[config.mk]
export PLATFORM = sky130hd
export DESIGN_NAME = bus_message_router
export DESIGN_NICKNAME = d
export VERILOG_FILES = /design/src/rtl/bus_message_router.sv
export SDC_FILE = /design/constraint.sdc
export NUM_CORES = 2
export LEC_CHECK = 0
export CAP_MARGIN = 20
export CELL_PAD_IN_SITES_DETAIL_PLACEMENT = 0
export CELL_PAD_IN_SITES_GLOBAL_PLACEMENT = 1
export CORE_AREA = 2 2 409 411
export CTS_BUF_LIST = sky130_fd_sc_hd__clkbuf_4 sky130_fd_sc_hd__clkbuf_8
export DETAILED_ROUTE_END_ITERATION = 16
export DIE_AREA = 0 0 411 413
export GPL_TIMING_DRIVEN = 0
export PLACE_DENSITY_LB_ADDON = 0.12
export SETUP_SLACK_MARGIN = 0.1
export SLEW_MARGIN = 20
export SYNTH_ARGS = -nofsm -noshare
export SYNTH_HDL_FRONTEND = slang
export SYNTH_SLANG_ARGS = --single-unit
[constraint.sdc]
create_clock -name clk -period 21.1 [get_ports clk]
set_input_delay 6.33 -clock clk [delete_from_list [all_inputs] [get_ports clk]]
set_output_delay 6.33 -clock clk [all_outputs]
set_load 0.01 [all_outputs]
[src/rtl/bus_message_router.sv]
// Message crossbar: per-destination FIFOs fed through round-robin arbiters, one push and one pop per destination per cycle.
// Optional macro BUS_ROUTER_DROP_COUNT_EN adds drop_count_o, a saturating count of discarded messages.
module bus_message_router #(
  parameter int NUM_NODES  = 4,
  parameter int FIFO_DEPTH = 2
) (
  input  logic                       clk,
  input  logic                       rst,
  input  logic [NUM_NODES-1:0]       snd_val_i,
  output logic [NUM_NODES-1:0]       snd_ack_o,
  input  logic [NUM_NODES-1:0][31:0] snd_dst_i,
  input  logic [NUM_NODES-1:0][31:0] snd_tag_i,
  input  logic [NUM_NODES-1:0][63:0] snd_msg_i,
  output logic [NUM_NODES-1:0]       rcv_val_o,
  input  logic [NUM_NODES-1:0]       rcv_rdy_i,
  output logic [NUM_NODES-1:0][31:0] rcv_src_o,
  output logic [NUM_NODES-1:0][31:0] rcv_tag_o,
  output logic [NUM_NODES-1:0][63:0] rcv_msg_o,
  output logic                       drop_o
`ifdef BUS_ROUTER_DROP_COUNT_EN
  ,
  output logic [15:0]                drop_count_o
`endif
);

  localparam int SW = $clog2(NUM_NODES);
  localparam int AW = $clog2(FIFO_DEPTH);

  typedef struct packed {
    logic [SW-1:0] src;
    logic [31:0]   tag;
    logic [63:0]   msg;
  } entry_t;

  entry_t        mem_q    [NUM_NODES][FIFO_DEPTH];
  logic [AW-1:0] wr_ptr_q [NUM_NODES];
  logic [AW-1:0] rd_ptr_q [NUM_NODES];
  logic [AW:0]   cnt_q    [NUM_NODES];
  logic [SW-1:0] rr_ptr_q [NUM_NODES];
  logic [SW-1:0] rr_ptr_d [NUM_NODES];
  logic [SW-1:0] gnt_idx  [NUM_NODES];
  logic [NUM_NODES-1:0] req [NUM_NODES];

  logic [NUM_NODES-1:0] bad_dst;
  logic [NUM_NODES-1:0] full;
  logic [NUM_NODES-1:0] push;
  logic [NUM_NODES-1:0] pop;

  // Full 32-bit address compare: any destination at or above NUM_NODES is discarded.
  always_comb begin : decode
    bad_dst = '0;
    for (int s = 0; s < NUM_NODES; s++) begin
      bad_dst[s] = snd_val_i[s] && (snd_dst_i[s] >= 32'(NUM_NODES));
    end
    for (int d = 0; d < NUM_NODES; d++) begin
      req[d] = '0;
      for (int s = 0; s < NUM_NODES; s++) begin
        req[d][s] = snd_val_i[s] && (snd_dst_i[s] == 32'(d));
      end
    end
  end

  always_comb begin : status
    rcv_val_o = '0;
    full      = '0;
    for (int d = 0; d < NUM_NODES; d++) begin
      rcv_val_o[d] = (cnt_q[d] != '0);
      full[d]      = (cnt_q[d] == (AW + 1)'(FIFO_DEPTH));
    end
    pop = rcv_val_o & rcv_rdy_i;
  end

  // NOTE: every variable written here gets a default first so no path leaves it unassigned and no latch is inferred.
  always_comb begin : arbitrate
    int            idx;
    logic [SW-1:0] cand;
    idx  = 0;
    cand = '0;
    push = '0;
    for (int d = 0; d < NUM_NODES; d++) begin
      gnt_idx[d]  = '0;
      rr_ptr_d[d] = rr_ptr_q[d];
      // A full FIFO still accepts when its head leaves this same cycle.
      if (!rst && (!full[d] || rcv_rdy_i[d])) begin
        for (int k = 0; k < NUM_NODES; k++) begin
          idx = int'(rr_ptr_q[d]) + k;
          if (idx >= NUM_NODES) idx = idx - NUM_NODES;
          cand = SW'(idx);
          if (!push[d] && req[d][cand]) begin
            push[d]    = 1'b1;
            gnt_idx[d] = cand;
          end
        end
      end
      if (push[d]) begin
        rr_ptr_d[d] = (gnt_idx[d] == SW'(NUM_NODES - 1)) ? '0 : gnt_idx[d] + SW'(1);
      end
    end
  end

  always_comb begin : ack
    snd_ack_o = rst ? '0 : bad_dst;
    for (int d = 0; d < NUM_NODES; d++) begin
      if (push[d]) snd_ack_o[gnt_idx[d]] = 1'b1;
    end
  end

  assign drop_o = !rst && (|bad_dst);

  // NOTE: sequential state uses non-blocking assignments so every register samples pre-edge values.
  always_ff @(posedge clk) begin
    if (rst) begin
      for (int d = 0; d < NUM_NODES; d++) begin
        wr_ptr_q[d] <= '0;
        rd_ptr_q[d] <= '0;
        cnt_q[d]    <= '0;
        rr_ptr_q[d] <= '0;
      end
    end else begin
      for (int d = 0; d < NUM_NODES; d++) begin
        if (push[d]) wr_ptr_q[d] <= wr_ptr_q[d] + AW'(1);
        if (pop[d])  rd_ptr_q[d] <= rd_ptr_q[d] + AW'(1);
        if (push[d] && !pop[d])      cnt_q[d] <= cnt_q[d] + (AW + 1)'(1);
        else if (!push[d] && pop[d]) cnt_q[d] <= cnt_q[d] - (AW + 1)'(1);
        rr_ptr_q[d] <= rr_ptr_d[d];
      end
    end
  end

  // NOTE: storage is deliberately not reset; the counters define validity and the outputs are masked when empty.
  always_ff @(posedge clk) begin
    for (int d = 0; d < NUM_NODES; d++) begin
      if (push[d]) begin
        mem_q[d][wr_ptr_q[d]] <= '{src: gnt_idx[d],
                                   tag: snd_tag_i[gnt_idx[d]],
                                   msg: snd_msg_i[gnt_idx[d]]};
      end
    end
  end

  always_comb begin : head
    rcv_src_o = '0;
    rcv_tag_o = '0;
    rcv_msg_o = '0;
    for (int d = 0; d < NUM_NODES; d++) begin
      if (rcv_val_o[d]) begin
        rcv_src_o[d] = 32'(mem_q[d][rd_ptr_q[d]].src);
        rcv_tag_o[d] = mem_q[d][rd_ptr_q[d]].tag;
        rcv_msg_o[d] = mem_q[d][rd_ptr_q[d]].msg;
      end
    end
  end

`ifdef BUS_ROUTER_DROP_COUNT_EN
  logic [15:0] drop_cnt_q;
  logic [16:0] drop_sum;

  // Several sources may drop in one cycle; the 17-bit sum flags overflow for saturation.
  always_comb begin
    drop_sum = {1'b0, drop_cnt_q};
    for (int s = 0; s < NUM_NODES; s++) begin
      if (bad_dst[s]) drop_sum = drop_sum + 17'd1;
    end
  end

  always_ff @(posedge clk) begin
    if (rst) drop_cnt_q <= '0;
    else     drop_cnt_q <= drop_sum[16] ? 16'hFFFF : drop_sum[15:0];
  end

  assign drop_count_o = drop_cnt_q;
`endif

endmodule

==> flow_results.org <==
** Critical path
- The worst setup path is of the input port to output pin kind.
- Worst Reg-to-Reg Cells :: 10
- CP max FO :: 11
- The startpoint identified for the worst register-to-register timing path is rr_ptr_q[0][0]$_SDFFE_PP0N_.
- Endpoint of the worst register-to-register path :: mem_q[0][52]$_DFFE_PP_
- STA classifies the critical path startpoint as an input port.
- Data arrives at the worst endpoint at 12300 ps.
- Tracing the worst setup path back leads to its startpoint at snd_dst_i[53].
- The critical path ends at snd_ack_o[0].
- Data on the critical path is required at its endpoint by 14770 ps.
- R2R Setup Slk :: between 15000 and 20000 ps
- The worst setup path is captured at an output pin.

** Power
- Across the VDD grid, the largest voltage drop is between 0.06 and 0.07 mV.
- Cell leakage power :: about 0.023 uW
- Cell area power density :: around 63 nW/um^2

** Routing
- Final routed DRC violation total :: 0
- Post-DR wirelength/cell :: about 35 um
- Via Count :: roughly 50000
- Dividing the detail-routed via count by the number of cells gives ~5.9.
- Once detail routing completed, the nets flagged for antenna violations numbered 0.
- First-pass iteration count of the detailed router :: 7
- For this block, the routed nets add up to approximately 300 mm of wire.
- Detailed Route Iter0 Violations :: 6551

** GRT
- Residual overflow from global routing :: 0
- Met2 demand-to-capacity share in global routing :: 0.5436
- Most Used Layer, Global Route :: met2
- The first global-routing pass estimated between 400 and 500 mm of wire.
- Largest net degree at the start of global routing :: 46
- Met1 demand-to-capacity share in global routing :: 0.4396
- Vias in the first global route :: 48082
- Global router's overall resource usage :: 0.3412
- Number of antenna violations at the first check in global routing :: just over 60
- For this run, global-route usage on met3 was measured as 0.08377.

** Timing
- Crit share post-route :: 0.8831
- Between clock sinks in the finished design, the worst skew comes to 54.55 ps.
- Max-slew violation total from the final report :: 0
- Final setup vio count :: 0
- Total negative setup slack :: 0 ps
- Worst-case headroom to the max-slew limit :: 0.1761
- Fmax :: 0.05367 GHz
- Post-layout minimum cycle time :: roughly 19000 ps
- RSZ-0062 raised after global routing :: false
- Worst Hold Margin :: around 560 ps
- The final number of hold-violating endpoints was 0.
- Transition time of the tightest slew-check pin :: ~1200 ps

** Finish
- From synthesis to final layout, the design area changed by 34.30%.
- In the final layout, the multi-input gates occupy ~23000 sq um.
- Filler cell count in the final layout :: around 17000
- Total Nets Final :: just under 7000
- Once layout is done, the placed cells without fillers occupy 66580 sq um.
- Of the cells placed in the final design, the portion with a size suffix greater than 1 is 0.1086.
- Registers take around 24000 sq um.

** Clock tree
- Skew-Pair Late Insertion Delay :: between 900 and 1000 ps
- Buffers added to address setup during post-CTS repair amount to 0.
- Num Clock Sinks :: roughly 810
- Root Buffer Master :: clkbuf_8
- Number of buffers created by CTS :: between 150 and 200
- TritonCTS built the clock tree.
- Number of buffers on the longest clock path :: 3
- The H-tree generated during clock tree synthesis spans 4 levels.
- CTS clk-pin slew, worst paths :: around 50 ps
- In this run, post-CTS repair resized a total of 0 instances.
- Buffers inserted to repair hold after CTS numbered 0.

** Placement
- Once detailed placement completed, the half-perimeter wirelength came to 233.3 mm.
- Port buffer count :: 920
- After detailed placement, the total cell area comes to 63290 sq um.
- RePlAce Congestion :: 0.9328

** Logic synthesis
- Average size of a mapped cell :: roughly 10 sq um
- Cell area after synthesis :: 49580 sq um
- After synthesis the netlist holds a flip-flop and latch count of just over 800.
- For this run, asynchronously set or reset flops after synthesis account for 0.
- In this run, synthesis inferred 800 flip-flops with an integrated enable.
- Most frequently used flop master after synthesis :: edfxtp_1
- Of the synthesized area, sequential elements account for 0.4878.
- Number of instances in the synthesized netlist :: roughly 5000
- Count of synthesis-stage warnings from yosys :: 0
- Library cells used by synthesis :: 77

** Outcome
- Status :: completed

** Floorplanning
- Vertical extent of the die :: slightly above 400 um
- For this design the top-level I/O count stands at about 1000.
- Horizontal die dimension :: slightly above 400 um
- Area enclosed by the die boundary :: about 170000 sq um
- Initial core utilization :: 0.2988
- The floorplan step defined a core boundary enclosing between 150000 and 200000 sq um.
- The initialized floorplan defines 150 standard-cell rows.

** Run
- Number of max-capacitance violations reported :: 0

** Min path
- Path category of the worst min-delay check :: register to register
-- layout make-up --
type / instances / share of cell area
buffer: 661 / 0.04882
antenna: 30 / 0.001128
inverter: 29 / 0.001635
multi-input combinational: 3579 / 0.3404
timing repair buffer: 970 / 0.1551
tap: 2204 / 0.04142
sequential: 808 / 0.3632
clock buffer: 201 / 0.03732
clock inverter: 78 / 0.01092
-- where the power goes --
part	switching [uW]	total [uW]	internal [uW]	leakage, uW
sequential	2.21	1770	1770	0.00728
clock	742	1650	913	0.00168
combinational	473	801	328	0.0137
-- critical path, cell delays in order --
cell and delay, ps:
clkdlybuf4s50_1 550, nor4_2 450, nand4_1 250, nor3_1 720
a211oi_1 160, a2111oi_4 650, buf_2 810, nor2_2 230
inv_2 580, buf_2 410, ha_1 210, a222oi_1 100
nand2_1 200, clkdlybuf4s50_1 610
-- worst min-delay path by stage --
stage          slack (ps)                   startpoint  cells after the start                           to
6_report              560        cnt_q[3][0]$_DFFE_PP_                      1        cnt_q[3][0]$_DFFE_PP_
5_1_grt               570        cnt_q[3][0]$_DFFE_PP_                      1        cnt_q[3][0]$_DFFE_PP_
4_1_cts               560        cnt_q[3][0]$_DFFE_PP_                      1        cnt_q[3][0]$_DFFE_PP_
3_5_place_dp          550        cnt_q[3][0]$_DFFE_PP_                      1        cnt_q[3][0]$_DFFE_PP_
3_3_place_gp          540  rr_ptr_q[2][0]$_SDFFE_PP0P_                      2  rr_ptr_q[2][0]$_SDFFE_PP0P_
2_1_floorplan         500  rr_ptr_q[2][0]$_SDFFE_PP0P_                      2  rr_ptr_q[2][0]$_SDFFE_PP0P_
-- layer usage --
| layer | up-vias | part of all wire |
|---|---|---|
| met5 | - | 0.00074 |
| met4 | 34 | 0.044 |
| met3 | 595 | 0.095 |
| met2 | 3264 | 0.46 |
| met1 | 25401 | 0.40 |
| li1 | 21607 | - |
-- through the flow --
step / utilization / power, uW / setup WS (ps) / std cells
floorplan: - / 2096 / 5761 / 5077
global placement: 0.3736 / 2577 / 1407 / 8201
detailed placement: 0.3815 / 2588 / 2654 / 8251
CTS: 0.4009 / 4239 / 2633 / 8530
global route: 0.4011 / 4342 / 2529 / 8544
finish: 0.4013 / 4223 / 2467 / 8560
-- state kept, by name, indices dropped and copies added (netlist names) --
register,cells
mem_q,784
cnt_q,8
rr_ptr_q,8
rd_ptr_q,4
wr_ptr_q,4
-- logic make-up (layout without fill, tap and decap cells) --
group	Yosys count	in the layout	synth area share
other cells	1	150	0.00007564
mux	398	398	0.08038
compound gates	764	764	0.1220
flops	808	808	0.4878
fa+ha+maj	18	18	0.004543
simple gates	2277	2277	0.2380
buf+inv	690	1939	0.06680
xor+xnor	2	2	0.0003534
-- layout by cell type (no fill, tap or decap), drive strengths merged, types with 18 or more instances in the layout --
cell type      count
nor4             416
a221oi            97
o21ai            112
nor3             310
edfxtp           800
mux2i            397
nor2             432
nand2            430
and4             106
a21oi             23
o211a             96
clkinv            51
nand3            307
clkdlybuf4s50    920
nand4            121
a22oi             98
ha                18
clkbuf           603
buf              309
and3             109
a211oi            98
conb             120
diode             30
inv               40
a31oi            194
-- Yosys cell counts (6+ instances only) --
cell type,number,area [sq um]
a211oi_1,14,105.1
a211oi_2,84,1051
a21o_1,6,45.04
a21oi_1,22,110.1
a221oi_1,97,849.6
a22oi_1,98,735.7
a31oi_1,194,1214
and2_1,9,56.30
and3_1,109,681.9
and4_1,106,928.4
buf_1,54,202.7
buf_2,57,285.3
buf_4,123,923.4
buf_6,25,281.5
clkbuf_1,401,1505
dfxtp_1,8,160.2
edfxtp_1,800,24020
ha_1,18,225.2
inv_1,26,97.59
mux2i_1,397,3974
nand2_1,428,1607
nand3_1,306,1531
nand4_1,118,738.2
nor2_1,430,1614
nor2b_1,7,43.79
nor3_1,307,1536
nor4_1,399,2496
nor4_2,17,212.7
o211a_1,96,960.9
o21ai_0,107,535.5
or3_1,9,56.30
Power figures use the tool's default switching activity.
